--- config.mk ---
export PLATFORM = sky130hd
export DESIGN_NAME = multicycle_ctrl
export DESIGN_NICKNAME = d
export VERILOG_FILES = /design/src/rtl/multicycle_ctrl.sv
export SDC_FILE = /design/constraint.sdc
export NUM_CORES = 1
export LEC_CHECK = 0
export BUFFER_PORTS_ARGS = -buffer_cell sky130_fd_sc_hd__clkbuf_2
export CORE_MARGIN = 2
export CORE_UTILIZATION = 32
export CTS_CLUSTER_DIAMETER = 100
export CTS_CLUSTER_SIZE = 8
export DETAILED_ROUTE_END_ITERATION = 10
export GPL_ROUTABILITY_DRIVEN = 1
export GPL_TIMING_DRIVEN = 0
export PLACE_DENSITY = 0.61
export SYNTH_ARGS = -nofsm -noshare
export SYNTH_HDL_FRONTEND = slang
export SYNTH_SLANG_ARGS = --single-unit
--- constraint.sdc ---
create_clock -name clk_i -period 3.4 [get_ports clk_i]
set_input_delay 0.68 -clock clk_i [delete_from_list [all_inputs] [get_ports clk_i]]
set_output_delay 0.68 -clock clk_i [all_outputs]
set_load 0.1 [all_outputs]
--- src/rtl/multicycle_ctrl.sv ---
// multicycle_ctrl: multi-cycle sequencing controller for the RV32I core.
// Steps each instruction through FETCH/DECODE/EXEC/MEM/WB, owns the imem/dmem
// req/ack handshakes, gates IR/PC/regfile write strobes and traps on illegal
// instructions or bus timeouts.
//
// Optional feature macro: MULTICYCLE_PERF_EN (adds cycle_cnt_o / instret_o).
//
// Ports:
//   clk_i, rst_n_i            clock, synchronous active-low reset
//   run_en_i                  allow a new fetch to start
//   imem_req_o / imem_ack_i   instruction fetch handshake
//   ir_we_o                   instruction register load strobe
//   RegWrite_en_i, MemWrite_en_i, load_i, illegal_i   decoder controls
//   dmem_req_o / dmem_we_o / dmem_ack_i               data access handshake
//   rf_we_o, pc_we_o          register-file and PC write strobes
//   trap_o                    sticky fault flag
//   state_o                   current state code
//   cycle_cnt_o, instret_o    performance counters (MULTICYCLE_PERF_EN only)
module multicycle_ctrl #(
  parameter int unsigned TIMEOUT_CYCLES = 255,
  parameter int unsigned PERF_W         = 32
) (
  input  logic              clk_i,
  input  logic              rst_n_i,
  input  logic              run_en_i,
  output logic              imem_req_o,
  input  logic              imem_ack_i,
  output logic              ir_we_o,
  input  logic              RegWrite_en_i,
  input  logic              MemWrite_en_i,
  input  logic              load_i,
  input  logic              illegal_i,
  output logic              dmem_req_o,
  output logic              dmem_we_o,
  input  logic              dmem_ack_i,
  output logic              rf_we_o,
  output logic              pc_we_o,
  output logic              trap_o,
  output logic [2:0]        state_o
`ifdef MULTICYCLE_PERF_EN
  ,
  output logic [PERF_W-1:0] cycle_cnt_o,
  output logic [PERF_W-1:0] instret_o
`endif
);

  localparam int unsigned STATE_W = 3;
  localparam int unsigned WAIT_W  = 8;

  localparam logic [STATE_W-1:0] ST_FETCH  = 3'd0;
  localparam logic [STATE_W-1:0] ST_DECODE = 3'd1;
  localparam logic [STATE_W-1:0] ST_EXEC   = 3'd2;
  localparam logic [STATE_W-1:0] ST_MEM    = 3'd3;
  localparam logic [STATE_W-1:0] ST_WB     = 3'd4;
  localparam logic [STATE_W-1:0] ST_TRAP   = 3'd7;

  // Elaboration-time parameter range check
  if (TIMEOUT_CYCLES < 1 || TIMEOUT_CYCLES > 255 || PERF_W < 1) begin : g_param_check
    $error("multicycle_ctrl: parameter out of range");
  end

  logic [STATE_W-1:0] state_q, state_d;
  logic               pending_q, pending_d;
  logic [WAIT_W-1:0]  wait_q, wait_d;
  logic [WAIT_W:0]    wait_inc_c;
  logic               waiting_c;
  logic               timeout_c;
  logic               imem_req_c;

  // State register with pending-fetch flag and wait counter
  always_ff @(posedge clk_i) begin
    if (!rst_n_i) begin
      state_q   <= ST_FETCH;
      pending_q <= 1'b0;
      wait_q    <= '0;
    end else begin
      state_q   <= state_d;
      pending_q <= pending_d;
      wait_q    <= wait_d;
    end
  end

  // Next-state logic, including handshake wait tracking and timeout
  always_comb begin
    state_d    = state_q;
    pending_d  = pending_q;
    waiting_c  = 1'b0;
    wait_inc_c = {1'b0, wait_q} + (WAIT_W+1)'(1);

    // A wait cycle is one where the active request is high but not acked
    if (state_q == ST_FETCH) begin
      waiting_c = imem_req_c && !imem_ack_i;
    end else if (state_q == ST_MEM) begin
      waiting_c = !dmem_ack_i;
    end
    timeout_c = waiting_c && (wait_inc_c >= (WAIT_W+1)'(TIMEOUT_CYCLES));

    case (state_q)
      ST_FETCH: begin
        if (imem_req_c && imem_ack_i) begin
          state_d = ST_DECODE;
        end else if (timeout_c) begin
          state_d = ST_TRAP;
        end
      end
      ST_DECODE: state_d = illegal_i ? ST_TRAP : ST_EXEC;
      ST_EXEC:   state_d = (load_i || MemWrite_en_i) ? ST_MEM : ST_WB;
      ST_MEM: begin
        if (dmem_ack_i) begin
          state_d = MemWrite_en_i ? ST_FETCH : ST_WB;
        end else if (timeout_c) begin
          state_d = ST_TRAP;
        end
      end
      ST_WB:     state_d = ST_FETCH;
      ST_TRAP:   state_d = ST_TRAP;
      default:   state_d = ST_TRAP;
    endcase

    // Pending keeps the fetch request up once raised, even if run_en drops
    if (state_d != ST_FETCH) begin
      pending_d = 1'b0;
    end else if (state_q == ST_FETCH && imem_req_c) begin
      pending_d = !imem_ack_i;
    end

    if (state_d != state_q) begin
      wait_d = '0;
    end else if (waiting_c) begin
      wait_d = wait_inc_c[WAIT_W-1:0];
    end else begin
      wait_d = wait_q;
    end
  end

  // Output decode from state, pending and handshake inputs
  always_comb begin
    imem_req_c = 1'b0;
    ir_we_o    = 1'b0;
    dmem_req_o = 1'b0;
    dmem_we_o  = 1'b0;
    rf_we_o    = 1'b0;
    pc_we_o    = 1'b0;
    trap_o     = 1'b0;
    case (state_q)
      ST_FETCH: begin
        imem_req_c = run_en_i || pending_q;
        ir_we_o    = imem_req_c && imem_ack_i;
      end
      ST_MEM: begin
        dmem_req_o = 1'b1;
        dmem_we_o  = MemWrite_en_i;
        // Stores retire directly from MEM
        pc_we_o    = dmem_ack_i && MemWrite_en_i;
      end
      ST_WB: begin
        rf_we_o = RegWrite_en_i;
        pc_we_o = 1'b1;
      end
      ST_TRAP: trap_o = 1'b1;
      default: ;
    endcase
  end

  assign imem_req_o = imem_req_c;
  assign state_o    = state_q;

`ifdef MULTICYCLE_PERF_EN
  logic [PERF_W-1:0] cycle_cnt_q;
  logic [PERF_W-1:0] instret_q;

  // Free-running cycle and retired-instruction counters, wrapping
  always_ff @(posedge clk_i) begin
    if (!rst_n_i) begin
      cycle_cnt_q <= '0;
      instret_q   <= '0;
    end else begin
      if (state_q != ST_TRAP) begin
        cycle_cnt_q <= cycle_cnt_q + PERF_W'(1);
      end
      if (pc_we_o) begin
        instret_q <= instret_q + PERF_W'(1);
      end
    end
  end

  assign cycle_cnt_o = cycle_cnt_q;
  assign instret_o   = instret_q;
`endif

endmodule
Yosys cells after proc, flatten, opt, wreduce, memory -nomap -nowiden
Cells that the tools add are included.

Bits in registers: 12. Bits of input ports: 9. Output and inout port bits: 10. Word-level logic and storage cells: 42.

$add $sub $neg: 1. Magnitude comparators: 1. Equal/unequal tests: 6. Multiplexer cells: 16. Bitwise operators: 1. Reduce and logical (&&, ||, !) cells: 14.

Operator list (number): two-way mux 3 bit (6); case mux 3 bit (5 select lines) (1); adder 8 x 1 -> 9 bit (second input constant) (1); greater-or-equal comparator 9 x 8 -> 1 bit (second input constant) (1); two-way mux 1 bit (8); == test 3 x 2 -> 1 bit (second input constant) (2); == test 3 bit (second input constant) (2); logical AND 1 bit (6); OR reduction 2 bit (2); == test 3 x 1 -> 1 bit (second input constant) (1); logical NOT 3 bit (1); != test 3 bit (1); nonzero test 3 bit (1); logical NOT 1 bit (2); logical OR 1 bit (2); case mux 1 bit (2 select lines) (1); inverter 1 bit (1).

Longest topological paths before layout
Depth after elaboration: 10. Gate-level depth with buffers: 9.

Least setup slack after synthesis
Ideal clock, no wire load.

Path kind: reg-to-output. Start point: register state_q[2] (netlist: state_o[2]). End point: output port ir_we_o. Arrival: 3.438 ns. Data required time: 2.720 ns. Path slack: -0.718 ns. Cell stages (with the launch flop): 4. Buffers on the path: 0. Cell sequence: dfxtp_1 or3_4 nor2_1 and2_1.

Cells in the longest elaborated chain, start to end: 2.

RTL lines: from (decl) (RTL line 62) `logic [STATE_W-1:0] state_q, state_d;`; from (signal assigned) (RTL line 77) `state_q <= state_d;`; logical NOT 3 bit (RTL line 145) `case (state_q)`; two-way mux 1 bit (RTL line 145); to (decl) (RTL line 28) `output logic ir_we_o,`.

Every way passes these cells.

Final worst setup path
Same ends and word-level chain as after synthesis.

==> impl_metrics.json <==
{
  "status": "finished clean",
  "grt_pass1_wl_um": 3325,
  "rows": 18,
  "grt_max_degree": 11,
  "total_power_mw": 0.3629,
  "diodes": 0,
  "cp_slowest_stage_delay_ps": 450,
  "ctsHtreeMaxLevel": 1,
  "holdPathStages": 2,
  "powerDensity_nw_per_um2": 356.8,
  "finalSetupTns_ps": 0,
  "crit_family": "simple AND/OR/NAND/NOR gates",
  "synth_edf_count": 0,
  "antenna_found_initial": 0,
  "cts_root_buffer": "clkbuf_4",
  "cts_resized": 0,
  "synth_largest_area_cell": "dfxtp_1",
  "ys_warn_count": 0,
  "ant_nets": 0,
  "synthesis.instances": 108,
  "clk_pin_slew_ps": 80,
  "initial_core_util_pct": 34.18,
  "drt-met1-wl_um": 909,
  "yosysSeqAreaShare_pct": 27.87,
  "fin_crit_sh_pct": 74.16,
  "wl_met2_um": 917,
  "max_slew_margin_pct": 64.05,
  "final_core_util_pct": 40.33,
  "hp-class": "register to register",
  "setup_viol": 0,
  "r2r-end": "wait_q[1]",
  "path_max_fanout": 6,
  "cp_data_arrival_time_ps": 1840,
  "firstDrtPassIters": 4,
  "globalRouteOverflowTotal": 0,
  "critPathLaunchType": "register",
  "top_level_ports": 19,
  "synth_ff_type": "dfxtp_1",
  "synth_top_area_share_pct": 27.87,
  "chipWidth_um": 55.91,
  "drc": 0,
  "synth.area.top_cells": "dfxtp_1 (28%), nor2_1 (7.4%), nand2_1 (4.4%), xnor2_1 (4.1%), o32ai_4 (3.2%)",
  "max_freq_mhz": 396.6,
  "syn_nets": 119,
  "core_um2": 2522,
  "port_buffers": 18,
  "place_congestion": 0.8738,
  "synth_area_um2": 862.1,
  "cts_tree": "yes",
  "ff2ff_path_depth": 7,
  "post-place-ws_ps": 947.0,
  "crit_required_ps": 2720,
  "rsz0062_at_grt": "false",
  "layout.cells.non_filler": 159,
  "worst-path-buf-inv": 1,
  "synthTopCellsByCount": "nor2_1 (17), dfxtp_1 (12), nand2_1 (10)",
  "clk_latency_ps": 270,
  "syn_to_final_growth_pct": 18.00,
  "path_class": "register to output pin",
  "vdd_drop_max_uv": 176.6,
  "maxCapViolCount": 0,
  "drive_gt1_share_pct": 26.36,
  "layout_min_cycle_time_ps": 2522,
  "slew_violations": 0,
  "top_layer_used": "met4",
  "synthArstFlopShare_pct": 0,
  "initialDrtViolationCount": 18,
  "synthMostInstantiatedCell": "nor2_1",
  "tightest_slew_ps": 541.6,
  "cts_setup_buffers": 0,
  "routed_via_density": 5.182,
  "nNetsFinal": 142,
  "wl_per_cell_um": 12.01,
  "wirelength_um": 1910,
  "grt.total_usage_pct": 12.92,
  "end_kind": "output pin",
  "synth.avg_cell_area_um2": 7.982,
  "dr_wl_met3_um": 70,
  "p_leak_nw": 0.4040,
  "cts_sinks": 12,
  "dp.cells": 156,
  "cts_buffers": 3,
  "cp_cell_sequence": "or3_4 -> nor2_2 -> and2_2 -> clkbuf_2",
  "die_area_um2": 3125,
  "worst_slack_ps": 878.5,
  "cts_hold_buf": 0,
  "hp-start": "pending_q",
  "synth.distinct_cells": 40,
  "hold_path_end": "pending_q",
  "rr_startpoint": "wait_q[1]",
  "die_h_um": 55.91,
  "worst_clock_skew_ps": 4.072,
  "crit_slowest_cell": "clkbuf_2",
  "vias": 824,
  "r2r_slack_ps": 1170,
  "ys_ff_latch": 12,
  "dp_hpwl_um": 1417,
  "cts_max_path_buffers": 2,
  "grt_pass1_vias": 778,
  "hold_viol_final": 0
}
power breakdown:
group          internal [mW]  leakage (nW)  total (mW)  switching (mW)
Clock                 0.0409        0.0138      0.0876          0.0467
Sequential             0.146        0.0972       0.152         0.00664
Combinational         0.0345         0.293       0.123          0.0884
area by class of cell:
class / count / area, µm²
Fill cell: 256 / 1505
Clock buffer: 3 / 22.52
Timing Repair Buffer: 18 / 90.09
Inverter: 4 / 15.01
Buffer: 4 / 22.52
Multi-Input combinational cell: 88 / 589.3
Tap cell: 30 / 37.54
Sequential cell: 12 / 240.2
worst max path at each step:
stage               start  endpoint  slack [ps]  cells after the start
6_report       state_o[2]   ir_we_o         880                      4
5_1_grt        state_o[2]   ir_we_o         820                      4
4_1_cts        state_o[2]   ir_we_o         880                      4
3_5_place_dp     run_en_i   ir_we_o         950                      5
3_3_place_gp     run_en_i   ir_we_o         950                      5
2_1_floorplan  state_o[2]   ir_we_o          50                      3
flip-flops by register name, indices dropped and copies added, names as in the netlist:
| signal | cells |
|---|---|
| pending_q | 1 |
| state_o | 3 |
| wait_q | 8 |
metal layers:
layer | vias up | track usage, %
met2 | 15 | 21.09
met5 | - | 0
li1 | 431 | -
met4 | 0 | 5.442
met1 | 376 | 16.83
met3 | 2 | 2.093
kinds of logic after synthesis:
group	share of synthesized area, %
AO/OA/AOI/OAI	24.38
multiplexers	1.161
AND/OR/NAND/NOR	32.22
buffers and inverters	4.353
flip-flops	27.87
adder cells (fa/ha/maj)	2.902
XOR/XNOR	7.112
cell usage in the layout, fill, tap and decap left out, drive strengths merged, types with 4 or more instances in the layout:
cell type,count
clkbuf,24
dfxtp,12
inv,4
nand2,10
nor2,17
nor3,5
o21ai,5
xnor2,4
per-stage QoR:
stage	cell area, µm²	hold WS, ps
3_3_place_gp	994.7	535.2
6_report	1017	547.1
4_1_cts	1017	546.6
2_1_floorplan	867.1	506.3
3_5_place_dp	994.7	539.4
5_1_grt	1017	592.1
worst min-delay path, delay by kind of cell, from the launching register on:
kind / cells / cell delay [ps]
AOI/OAI and AO/OA: 2 / 190
DFF: 1 / 310
Power figures use the tool's default switching activity.
